`src/rtl/fir_output_quantizer.sv`:
```
// fir_output_quantizer
// Takes the wide signed FIR output stream, rounds half-up, arithmetically
// shifts right by Shift, saturates to OutputWidth bits, and queues the result
// in a small FIFO for a valid/ready consumer. It also keeps a sticky drop flag
// and a saturating count of clipped samples for debug.
//
// Pipeline:
//   stage 1 : registered quantized sample and valid bit, loaded on accept
//   stage 2 : FIFO write of the stage-1 sample on the following edge
// inReady reserves FIFO space for the stage-1 sample, so the stage-2 write
// never needs a full check.

`timescale 1ns/1ps

module fir_output_quantizer #(
    parameter int InputWidth  = 38,
    parameter int OutputWidth = 16,
    parameter int Shift       = 15,
    parameter int FifoDepth   = 4
) (
    input  logic                   clk,
    input  logic                   rst,
    input  logic                   inputValid,
    input  logic [InputWidth-1:0]  din,
    output logic                   inReady,
    output logic                   outputValid,
    input  logic                   outputReady,
    output logic [OutputWidth-1:0] dout,
    output logic                   overflow,
    output logic [15:0]            satCount
);

    localparam int PtrW = (FifoDepth > 1) ? $clog2(FifoDepth) : 1;
    localparam int CntW = PtrW + 1;

    // Rounding bias 2^(Shift-1) and the signed clip limits, all held at
    // InputWidth+1 bits so the rounding add cannot wrap.
    localparam logic signed [InputWidth:0] RoundBias =
        {{InputWidth{1'b0}}, 1'b1} << (Shift - 1);
    localparam logic signed [InputWidth:0] MaxOut =
        {{(InputWidth - OutputWidth + 2){1'b0}}, {(OutputWidth - 1){1'b1}}};
    localparam logic signed [InputWidth:0] MinOut =
        {{(InputWidth - OutputWidth + 2){1'b1}}, {(OutputWidth - 1){1'b0}}};
    localparam logic [OutputWidth-1:0] SatHi = {1'b0, {(OutputWidth - 1){1'b1}}};
    localparam logic [OutputWidth-1:0] SatLo = {1'b1, {(OutputWidth - 1){1'b0}}};
    localparam logic [CntW:0]          DepthLimit = (CntW + 1)'(FifoDepth);

    // ------------------------------------------------------------------
    // Registered state
    // ------------------------------------------------------------------
    logic                   s1_valid_q, s1_valid_d;
    logic [OutputWidth-1:0] s1_data_q,  s1_data_d;
    logic [PtrW-1:0]        wr_ptr_q,   wr_ptr_d;
    logic [PtrW-1:0]        rd_ptr_q,   rd_ptr_d;
    logic [CntW-1:0]        count_q,    count_d;
    logic                   overflow_q, overflow_d;
    logic [15:0]            sat_cnt_q,  sat_cnt_d;
    logic [OutputWidth-1:0] mem_q [FifoDepth];

    // ------------------------------------------------------------------
    // Combinational helpers
    // ------------------------------------------------------------------
    logic signed [InputWidth:0] sum;
    logic signed [InputWidth:0] shifted;
    logic [OutputWidth-1:0]     result;
    logic                       sat;
    logic [CntW:0]              occupancy;
    logic                       accept;
    logic                       push;
    logic                       pop;

    // Round half-up, floor-shift, then clip to the signed output range.
    // NOTE: every always_comb output gets a value on every path (here via the
    // defaults at the top); a missing assignment on any branch infers a latch.
    always_comb begin
        result  = '0;
        sat     = 1'b0;
        sum     = $signed({din[InputWidth-1], din}) + RoundBias;
        shifted = sum >>> Shift;
        if (shifted > MaxOut) begin
            result = SatHi;
            sat    = 1'b1;
        end else if (shifted < MinOut) begin
            result = SatLo;
            sat    = 1'b1;
        end else begin
            result = shifted[OutputWidth-1:0];
        end
    end

    // Space check from registered state only: FIFO entries plus the sample
    // already sitting in stage 1 must leave room for one more.
    always_comb begin
        occupancy = {1'b0, count_q} + {{CntW{1'b0}}, s1_valid_q};
        inReady   = occupancy < DepthLimit;
    end

    // Handshake decode and next-state computation for all control registers.
    always_comb begin
        accept     = inputValid & inReady;
        push       = s1_valid_q;
        pop        = outputValid & outputReady;

        s1_valid_d = accept;
        s1_data_d  = accept ? result : s1_data_q;

        wr_ptr_d   = push ? wr_ptr_q + PtrW'(1) : wr_ptr_q;
        rd_ptr_d   = pop  ? rd_ptr_q + PtrW'(1) : rd_ptr_q;

        count_d    = count_q;
        if (push && !pop) begin
            count_d = count_q + CntW'(1);
        end else if (pop && !push) begin
            count_d = count_q - CntW'(1);
        end

        overflow_d = overflow_q | (inputValid & ~inReady);

        sat_cnt_d  = sat_cnt_q;
        if (accept && sat && (sat_cnt_q != 16'hFFFF)) begin
            sat_cnt_d = sat_cnt_q + 16'd1;
        end
    end

    // Control and stage-1 registers with asynchronous active-low clear.
    // NOTE: state registers use non-blocking assignment so every flop samples
    // the pre-edge values; blocking here would create order-dependent logic.
    always_ff @(posedge clk or negedge rst) begin
        if (!rst) begin
            s1_valid_q <= 1'b0;
            s1_data_q  <= '0;
            wr_ptr_q   <= '0;
            rd_ptr_q   <= '0;
            count_q    <= '0;
            overflow_q <= 1'b0;
            sat_cnt_q  <= '0;
        end else begin
            s1_valid_q <= s1_valid_d;
            s1_data_q  <= s1_data_d;
            wr_ptr_q   <= wr_ptr_d;
            rd_ptr_q   <= rd_ptr_d;
            count_q    <= count_d;
            overflow_q <= overflow_d;
            sat_cnt_q  <= sat_cnt_d;
        end
    end

    // FIFO storage: stage-1 sample written on the edge after it was accepted.
    // NOTE: the storage is cleared on reset so dout reads zero out of reset;
    // only a few flops, and it keeps dout free of X before the first write.
    always_ff @(posedge clk or negedge rst) begin
        if (!rst) begin
            for (int i = 0; i < FifoDepth; i++) begin
                mem_q[i] <= '0;
            end
        end else if (push) begin
            mem_q[wr_ptr_q] <= s1_data_q;
        end
    end

    // Consumer side and status are pure functions of registered state.
    always_comb begin
        outputValid = (count_q != '0);
        dout        = mem_q[rd_ptr_q];
        overflow    = overflow_q;
        satCount    = sat_cnt_q;
    end

endmodule

```
`config.mk`:
```
export PLATFORM = sky130hd
export DESIGN_NAME = fir_output_quantizer
export DESIGN_NICKNAME = d
export VERILOG_FILES = /design/src/rtl/fir_output_quantizer.sv
export SDC_FILE = /design/constraint.sdc
export NUM_CORES = 1
export LEC_CHECK = 0
export ABC_AREA = 1
export BUFFER_PORTS_ARGS = -buffer_cell sky130_fd_sc_hd__buf_4
export CORE_ASPECT_RATIO = 0.8
export CORE_MARGIN = 2
export CORE_UTILIZATION = 52
export DETAILED_ROUTE_END_ITERATION = 6
export PLACE_DENSITY = 0.76
export SLEW_MARGIN = 20
export SYNTH_ARGS = -nofsm -noshare
export SYNTH_HDL_FRONTEND = slang
export SYNTH_SLANG_ARGS = --single-unit
export TNS_END_PERCENT = 50
```
`constraint.sdc`:
```
create_clock -name clk -period 1.88 [get_ports clk]
set_input_delay 0.188 -clock clk [delete_from_list [all_inputs] [get_ports clk]]
set_output_delay 0.188 -clock clk [all_outputs]
set_load 0.05 [all_outputs]
```
==> results of run 1 <==
registers in the layout, summed over array words and instances (netlist names):
name	flops
count_q	3
satCount	16
rd_ptr_q	2
push	1
mem_q	64
overflow	1
s1_data_q	16
wr_ptr_q	2
power breakdown:
part / internal [mW] / leakage, nW / switching (mW)
combinational: 1.76 / 1.99 / 3.57
clock: 1.17 / 0.153 / 0.830
sequential: 3.19 / 1.32 / 0.610
through the flow:
step	power (mW)	std cells	TNS (ps)	setup slack [ps]	hold slack, ps
finish	11.1	990	0	41.9	102
global route	11.9	990	-53.7	-16.1	134
CTS	11.0	988	0	42.5	107
detailed placement	8.94	971	-1330	-84.8	170
global placement	8.75	971	-1030	-57.5	160
floorplan	7.34	754	0	1.66	-108
synth_stat cells (all sizes together):
cell,instances
ha,7
xor2,18
dfrtp,105
nand4,3
nand3,39
o21ai,101
xnor2,14
clkinv,2
a41oi,1
fa,1
o22ai,16
nor2,85
buf,6
clkbuf,22
a21oi,3
nor3,1
nor4,1
inv,48
mux2,1
o21bai,1
and2,1
nor3b,1
nand2,277
metal layers:
metal,up-vias,routed length (um),global-route usage
met5,-,0,0
met4,0,195,0.0716
met3,17,629,0.0421
met2,135,6580,0.386
met1,2474,6420,0.340
li1,2591,-,-
kinds of logic after synthesis:
group                    count (synthesis)  synth area share
AND/OR/NAND/NOR                        408             0.305
flip-flops                             105             0.456
adder cells (fa/ha/maj)                  8            0.0187
multiplexers                             1           0.00195
buffers and inverters                   78            0.0560
XOR/XNOR                                32            0.0486
AO/OA/AOI/OAI                          122             0.114
worst max-delay path by stage:
| stage | from | to | slack [ps] | depth (start not counted) |
|---|---|---|---|---|
| 2_1_floorplan | satCount[0] | satCount[9] | 2 | 9 |
| 3_3_place_gp | din[14] | satCount[0] | -60 | 16 |
| 3_5_place_dp | din[14] | satCount[13] | -80 | 14 |
| 4_1_cts | count_q[1] | count_q[2] | 40 | 9 |
| 5_1_grt | count_q[0] | satCount[11] | -20 | 9 |
| 6_report | rd_ptr_q[0] | dout[14] | 40 | 5 |
worst min-delay path: cells and delay by family:
| kind | cells | cell delay, ps |
|---|---|---|
| AOI/OAI and AO/OA | 1 | 50 |
| and+or+nand+nor | 1 | 90 |
| buffers and inverters | 1 | 80 |
repair_timing:
action	in CTS	in global routing
endpoints found under the hold margin	29	0
setup endpoints to repair	3	19
cloned	0	1
pin swaps	0	3
resized for setup	2	9
hold buffers	1	0
buffers inserted	0	1
cell type report:
type	count	area, um^2	share of cell area
Clock buffer	10	229	0.0326
Clock inverter	6	90.1	0.0128
Timing Repair Buffer	104	851	0.121
Tap cell	144	180	0.0256
Inverter	50	191	0.0272
Sequential cell	105	2640	0.376
Multi-Input combinational cell	571	2850	0.405
==> impl_results.md, run 1 <==
* Final Hold Fails at 0
* Top delay family on crit path: buffers and inverters
* Critical path fanouts, max at 17
* Yosys synthesis warning count at 0
* Top cell type's share of synthesized area at 0.456
* Max frequency at 544 MHz
* Commonest non-fill, non-tap cells in the layout: nand2_1 (258), o21ai_0 (98), buf_4 (98)
* CP bufs+invs at 3
* Number of fillers in the final layout at 926
* FF-to-FF Start: count_q[0]
* Crit share post-route at 0.978
* Vias in the first global route at 4,904
* Flops & latches, synth at 105
* Die height at 98.2 um
* Critical path, cell by cell: inv_4 > buf_12 > o21ai_0 > o22ai_1 > buf_4
* CP Launch Type: flip-flop
* DR WL/cell at 14.0 um
* Core ar. at 10,800 um^2
* Drt total wl at 13,800 um
* RSZ-0062 raised after global routing: true
* Worst setup EP type: output port
* Share of cells above drive strength 1 at 0.206
* First-pass iteration count of the detailed router at 5
* Hold path depth at 3
* Syn_area_per_cell at 7.64 um^2
* CTS tree: built
* Clock Pin Slew Worst Setup and Hold Paths at 70 ps
* DP Area at 6640 um^2
* Most common cell after layout, fill and taps aside: nand2_1
* Worst skew pair latency at 350 ps
* CP required at 1690 ps
* Htree depth at 3
* Largest net degree at the start of global routing at 45
* ANT cells at 0
* Global-route wire length before repair at 23,000 um
* ANT nets after route at 0
* Crit path kind: flip-flop to output port
* Critical Path AT at 1650 ps
* Setup Skew at 5.86 ps
* Sink Count at 105
* Post-synthesis net count at 804
* PD cells at 1580 nW/um^2
* CP peak stage delay at 450 ps
* Synth area leader: dfrtp_1
* Setup violations, final at 0
* Final HPWL from detailed placement at 9640 um
* CTS Buffer Depth at 2
* Nets at 891
* CTS Root Cell: clkbuf_16
* Average vias per placed instance at 5.27
* Final Util at 0.648
* Std cell rows at 34
* Die extent in x at 122 um
* Gpl congestion at 0.934
* Post-synthesis cell area at 5760 um^2
* Critical path's slowest cell: dfrtp_2
* Final instance area at 7030 um^2
* DRT iter0 DRCs at 324
* Antenna violations before repair at 0
* Synthesized instance count at 754
* Port-buffer cells at 62
* Worst slew margin at 0.714
* Sequential area share after synthesis at 0.456
* Final min period at 1840 ps
* Pins over their slew limit at 0
* Max-cap violations at 0
* Reg2Reg Depth at 9
* Starting density of the core at 0.531
* Lkg Pwr at 3.47 nW
* Sink of the worst hold path: rd_ptr_q[0]
* Top cells by area, synth: dfrtp_1 (46%), nand2_1 (17%), o21ai_0 (8.6%)
* Total grt overflow at 0
* Die area at 11,900 um^2
* Measured slew at the worst slew-check pin at 428 ps
* Outcome: complete, no violations
* Worst IR Drop VDD at 1.50 mV
* Beginning of the worst hold path: outputReady
* Vias after detailed routing at 5,217
* Overall routing resource usage at 0.242
* DRC violations left at 0
* # IOs at 77
* Reg2Reg Setup Slack at 110 ps
* Area Growth Syn to Fin at 22.0%
* Number of buffers created by CTS at 9
* Distinct cells, synth at 35
* HP Class: input pin to flip-flop
* FF-to-FF End: satCount[10]
No activity file was read; power rests on OpenSTA's default activity.
==> run 2, diff against run 1 <==
--- a/config.mk
+++ b/config.mk
@@ -9,9 +9,9 @@
 export BUFFER_PORTS_ARGS = -buffer_cell sky130_fd_sc_hd__buf_4
 export CORE_ASPECT_RATIO = 0.8
 export CORE_MARGIN = 2
-export CORE_UTILIZATION = 52
+export CORE_UTILIZATION = 50
 export DETAILED_ROUTE_END_ITERATION = 6
-export PLACE_DENSITY = 0.76
+export PLACE_DENSITY = 0.73
 export SLEW_MARGIN = 20
 export SYNTH_ARGS = -nofsm -noshare
 export SYNTH_HDL_FRONTEND = slang
==> constraint.sdc (replaced) <==
create_clock -name clk -period 1.88 [get_ports clk]
set_input_delay 0.188 -clock clk [delete_from_list [all_inputs] [get_ports clk]]
set_output_delay 0.188 -clock clk [all_outputs]
set_load 0.01 [all_outputs]
==> run 2 against run 1 <==
Die area is 3.9% higher. First-iteration DRC count grew 29%. Sequential power is 2% lower. Sequential share of layout area fell by 0.15 points. Non-clock buffer count is 8 higher. Cell area barely moved. Worst setup slack better by 84 ps. Cell count up 1.1%. Critical endpoint is now dout[1].
==> impl_results.md, run 2 (synthesis gave the netlist of run 1 again) <==
* Overall routing resource usage at 0.243 (+0.00184)
* CP required at 1690 ps (about the same)
* Htree depth at 3 (unchanged)
* Final min period at 1750 ps (-83.7 ps)
* Global-route wire length before repair at 24,100 um (+4.7%)
* Logic pwr share at 0.428 (-0.051)
* Die height at 100 um (+1.9%)
* CP Launch Type: flip-flop
* Worst slew margin at 0.626 (-0.0883)
* Sequential group share of total power at 0.382 (+0.041)
* Final HPWL from detailed placement at 9760 um (+1.3%)
* Starting density of the core at 0.506 (-0.0251)
* Most common cell after layout, fill and taps aside: nand2_1
* CP bufs+invs at 3 (unchanged)
* Largest Register: mem_q
* Antenna violations before repair at 0 (unchanged)
* Die area at 12,400 um^2 (+3.9%)
* DRT iter0 DRCs at 419 (+29%)
* First-pass iteration count of the detailed router at 5 (unchanged)
* Setup_tns at 0 ps (unchanged)
* P_int at 5.96 mW (-2.7%)
* DP Area at 6650 um^2 (+0.15%)
* Vias after detailed routing at 5,298 (+1.6%)
* Hold_ws at 111 ps (+8.36 ps)
* Total grt overflow at 0 (unchanged)
* DRC violations left at 0 (unchanged)
* Commonest non-fill, non-tap cells in the layout: nand2_1 (258), dfrtp_1 (105), buf_4 (105)
* Crit path kind: flip-flop to output port
* # IOs at 77 (unchanged)
* Outcome: complete, no violations
* Sw frac at 0.387 (-0.0626)
* HP Class: input pin to flip-flop
* CP peak stage delay at 390 ps (-60 ps)
* Design Power at 9.73 mW (-13%)
* Die extent in x at 124 um (+1.9%)
* Number of buffers created by CTS at 9 (unchanged)
* ANT nets after route at 0 (unchanged)
* Max frequency at 570 MHz (+4.8%)
* Worst setup EP type: output port
* Pins over their slew limit at 0 (unchanged)
* Share of cells above drive strength 1 at 0.199 (-0.00638)
* CTS Root Cell: clkbuf_16
* Critical path fanouts, max at 33 (+16)
* Crit share post-route at 0.933 (-0.0445)
* CTS tree: built
* Gpl congestion at 0.896 (-4.2%)
* Worst skew pair latency at 340 ps (about the same)
* Critical path, cell by cell: inv_1 > buf_8 > o21ai_0 > o22ai_1 > buf_4
* Max-cap violations at 0 (unchanged)
* Worst IR Drop VDD at 0.565 mV (-62%)
* Largest net degree at the start of global routing at 106 (+140%)
* CTS Buffer Depth at 2 (unchanged)
* Std cell rows at 35 (+2.9%)
* Final Hold Fails at 0 (unchanged)
* ANT cells at 0 (unchanged)
* Average vias per placed instance at 5.29 (+0.44%)
* Measured slew at the worst slew-check pin at 561 ps (+132 ps)
* Number of fillers in the final layout at 1,011 (+9.2%)
* DR WL/cell at 13.9 um (-0.55%)
* Critical Path AT at 1570 ps (-80 ps)
* Nets at 899 (+0.90%)
* Switching pwr at 3.76 mW (-25%)
* PD cells at 1380 nW/um^2 (-13%)
* Setup Skew at 7.34 ps (+1.49 ps)
* Area Growth Syn to Fin at 21.9% (about the same)
* Clock power frac at 0.190 (+0.010)
* Max FFs per register at 64 (unchanged)
* RSZ-0062 raised after global routing: false
* Port-buffer cells at 62 (unchanged)
* Critical path's slowest cell: dfrtp_1
* Setup violations, final at 0 (unchanged)
* Clock Pin Slew Worst Setup and Hold Paths at 70 ps (about the same)
* Drt total wl at 13,900 um (+0.56%)
* Sink Count at 105 (unchanged)
* Lkg Pwr at 3.49 nW (+0.60%)
* Core ar. at 11,400 um^2 (+5.0%)
* Final instance area at 7030 um^2 (about the same)
* Top delay family on crit path: buffers and inverters
* Vias in the first global route at 5,201 (+6.1%)
-- run 2: cell count changes in the layout (fill, tap and decap cells not counted), sizes merged --
| cell | delta |
|---|---|
| buf | +9 |
| clkbuf | -2 |
| inv | -2 |
| clkinvlp | +2 |
| bufinv | -1 |
| clkinv | +1 |
-- run 2: worst paths after layout --
path                               from            to  slack, ps  cells past startpoint
setup / recovery            rd_ptr_q[0]       dout[1]        130                      5
hold / removal              outputReady   rd_ptr_q[0]        110                      3
setup reg to reg            satCount[0]  satCount[11]        140                      9
hold reg to reg            s1_data_q[6]  s1_data_q[6]        480                      2
max in group asynchronous           rst     mem_q[22]       1010                      3
min in group asynchronous           rst   satCount[6]        420                      3
-- run 2: area by class of cell --
class	count	area, um^2	area share
Tap cell	148	185	0.0264
Clock inverter	6	70.1	0.00997
Timing Repair Buffer	112	905	0.129
Clock buffer	9	225	0.0321
Inverter	50	189	0.0269
Sequential cell	105	2630	0.374
Multi-Input combinational cell	571	2820	0.402
-- run 2: power groups by stage --
stage	sequential [mW]	clock, mW	combinational [mW]
global route	3.82	1.99	4.72
CTS	3.70	1.88	4.10
global placement	3.68	0	3.85
finish	3.72	1.85	4.16
floorplan	3.65	0	2.43
detailed placement	3.73	0	4.02
-- run 2: timing repair --
item                       4_1_cts  5_1_grt
setup buffers                    2        2
setup endpoints to repair       16       21
pin swaps                        1        3
hold buffers                     1        0
resized for setup                0       10
hold endpoints to repair       105        0
-- run 2: worst min-delay path: stages --
cell     delay (ps)
buf_4            90
a21oi_1          60
nor2_1           80
-- run 2: layer usage --
layer	track usage	wire, um
met2	0.398	6690
met5	0	0
met4	0.0605	195
met3	0.0466	737
met1	0.336	6280
-- run 2: through the flow --
step / std cells / setup WS [ps] / utilization
floorplan: 754 / 58.9 / -
global placement: 981 / -48.9 / 0.584
detailed placement: 981 / -114 / 0.584
CTS: 999 / 43.0 / 0.614
global route: 1001 / 1.77 / 0.617
finish: 1001 / 126 / 0.617
==> run 3, diff against run 2 <==
--- a/config.mk
+++ b/config.mk
@@ -12,6 +12,7 @@
 export CORE_UTILIZATION = 50
 export DETAILED_ROUTE_END_ITERATION = 6
 export PLACE_DENSITY = 0.73
+export REMOVE_ABC_BUFFERS = 1
 export SLEW_MARGIN = 20
 export SYNTH_ARGS = -nofsm -noshare
 export SYNTH_HDL_FRONTEND = slang
==> run 3 against run 2 <==
Combinational power decreased by 5%. Global-route usage is 0.75 points lower. Sequential cell count unchanged. First-iteration DRC count down 0.72%. Critical path type is now flip-flop to flip-flop. Clock skew increased by 2.1 ps. Sequential share of layout area is 0.23 points higher. Critical endpoint is now count_q[2]. Cell count barely moved. Clock power hardly changed. Total power fell by 1.7%. Sequential power hardly changed. Largest cell class unchanged. Cell area down 0.61%.
==> impl_results.md, run 3 (synthesis gave the netlist of run 1 again) <==
* Outcome: complete, no violations
* Pre-CTS WS at -111 ps (+3.04 ps)
* Sink Count at 105 (unchanged)
* First-pass iteration count of the detailed router at 6 (+1)
* Setup Skew at 9.49 ps (+2.14 ps)
* Average vias per placed instance at 5.22 (-1.3%)
* Vias after detailed routing at 5,223 (-1.4%)
* Setup violations, final at 0 (unchanged)
* CP bufs+invs at 1 (-2)
* Hold path depth at 3 (unchanged)
* Die extent in x at 124 um (unchanged)
* Area Growth Syn to Fin at 21.2%
* Nets at 897 (-0.22%)
* Gpl congestion at 0.914 (+2.1%)
* Critical Path AT at 1980 ps (+410 ps)
* Final min period at 1760 ps (+1.55 ps)
* Worst skew pair latency at 340 ps (about the same)
* # IOs at 77 (unchanged)
* CP required at 2110 ps (+420 ps)
* Clock Pin Slew Worst Setup and Hold Paths at 70 ps (about the same)
* Crit path top cell by count: nand2_1
* Overall routing resource usage at 0.236 (-0.00747)
* ANT nets after route at 0 (unchanged)
* ANT cells at 0 (unchanged)
* Global-route wire length before repair at 23,200 um (-3.4%)
* Share of cells above drive strength 1 at 0.192 (-0.00681)
* Worst slew margin at 0.616 (-0.0105)
* Max frequency at 570 MHz (about the same)
* HP Class: input pin to flip-flop
* Crit path kind: flip-flop to flip-flop
* CP Launch Type: flip-flop
* Pins over their slew limit at 0 (unchanged)
* M1 WL at 6460 um (+2.9%)
* Final HPWL from detailed placement at 9560 um (-2.1%)
* Port-buffer cells at 62 (unchanged)
* Post-CTS Setup Repair Bufs at 0 (-2)
* Worst IR Drop VDD at 0.939 mV (+66%)
* Critical path, cell by cell: nor2_1 > nand2_1 > nand2_1 > ha_1 > inv_1 > fa_1 > a21oi_1 > o21ai_1 > xor2_1
* Critical path's slowest cell: dfrtp_1
* Final std cells w/o fill at 1,000 (-0.10%)
* WP depth at 9 (+4)
* CTS tree: built
* Top delay family on crit path: adder cells
* Area of the multi-input gates at 2820 um^2 (-0.27%)
* Register Area at 2630 um^2 (unchanged)
* Final Hold Fails at 0 (unchanged)
* Setup ws final at 124 ps (-1.55 ps)
* Met3 WL at 807 um (+9.5%)
* Inst Count DP at 983 (+0.20%)
* Max-cap violations at 0 (unchanged)
* Largest Register: mem_q
* CTS Root Cell: clkbuf_16
* Std cell rows at 35 (unchanged)
* Htree depth at 3 (unchanged)
* Largest net degree at the start of global routing at 106 (unchanged)
* Die height at 100 um (unchanged)
* Max FFs per register at 64 (unchanged)
* Antenna violations before repair at 0 (unchanged)
* Setup_tns at 0 ps (unchanged)
* Measured slew at the worst slew-check pin at 576 ps (+15.7 ps)
* Lkg Pwr at 3.49 nW (-0.11%)
* Reg2Reg Depth at 9 (unchanged)
* Die area at 12,400 um^2 (unchanged)
* DRC violations left at 0 (unchanged)
* Final instance area at 6980 um^2 (-0.61%)
* Number of fillers in the final layout at 1,031 (+2.0%)
* Most common cell after layout, fill and taps aside: nand2_1
* DRT iter0 DRCs at 416 (-0.72%)
* DR WL/cell at 13.5 um (-3.1%)
* Top Metal Used: met4
* Total grt overflow at 0 (unchanged)
* Starting density of the core at 0.506 (unchanged)
* Critical path fanouts, max at 4 (-88%)
* Core ar. at 11,400 um^2 (unchanged)
* Drt total wl at 13,500 um (-3.2%)
* Commonest non-fill, non-tap cells in the layout: nand2_1 (259), buf_4 (106), dfrtp_1 (105)
* DP Area at 6660 um^2 (about the same)
* PD cells at 1370 nW/um^2 (-1.1%)
* Hold_ws at 117 ps (+6.66 ps)
* Wire length on met2 at 6070 um (-9.3%)
* CTS Buffer Depth at 2 (unchanged)
* Vias in the first global route at 4,938 (-5.1%)
* CP peak stage delay at 420 ps (+30 ps)
* RSZ-0062 raised after global routing: false
* Worst setup EP type: flip-flop
* Number of buffers created by CTS at 9 (unchanged)
* Crit share post-route at 0.934 (about the same)
## run 3: changes by cell type in the layout (fill, tap and decap cells not counted), sizes merged
| cell | change |
|---|---|
| clkinvlp | -2 |
| clkbuf | +3 |
| buf | -2 |
## run 3: timing repair
item	4_1_cts	5_1_grt
hold buffers	1	0
endpoints found under the hold margin	105	0
setup endpoints to repair	0	20
gates resized for setup	0	4
## run 3: cell type report
class / instances / share of cell area
clock buffer: 12 / 0.0367
sequential: 105 / 0.376
tap: 148 / 0.0265
inverter: 50 / 0.0271
timing repair buffer: 110 / 0.123
clock inverter: 4 / 0.00735
multi-input combinational: 571 / 0.403
## run 3: power breakdown
| part | internal, mW | switching [mW] |
|---|---|---|
| Clock | 1.10 | 0.779 |
| Sequential | 3.18 | 0.543 |
| Combinational | 1.65 | 2.31 |
| Total | 5.93 | 3.63 |
## run 3: worst paths after layout
path	from	end	slack [ps]
worst max-delay path	count_q[1]	count_q[2]	120
worst min-delay path	outputReady	rd_ptr_q[0]	120
worst max register to register	count_q[1]	count_q[2]	120
worst min register to register	mem_q[47]	mem_q[47]	480
max in group asynchronous	rst	mem_q[61]	980
min in group asynchronous	rst	satCount[1]	430
## run 3: metrics by stage
stage	power [mW]	util
CTS	9.62	0.613
finish	9.56	0.613
global route	10.4	0.613
detailed placement	7.70	0.585
global placement	7.54	0.585
floorplan	5.96	-
## run 3: worst min-delay path: stages
cell	delay, ps
buf_4	90
a21oi_1	50
nor2_1	90
## run 3: layer usage
layer	vias up	global-route usage
li1	2584	-
met2	150	0.372
met5	-	0
met4	0	0.0441
met3	13	0.0443
met1	2476	0.345
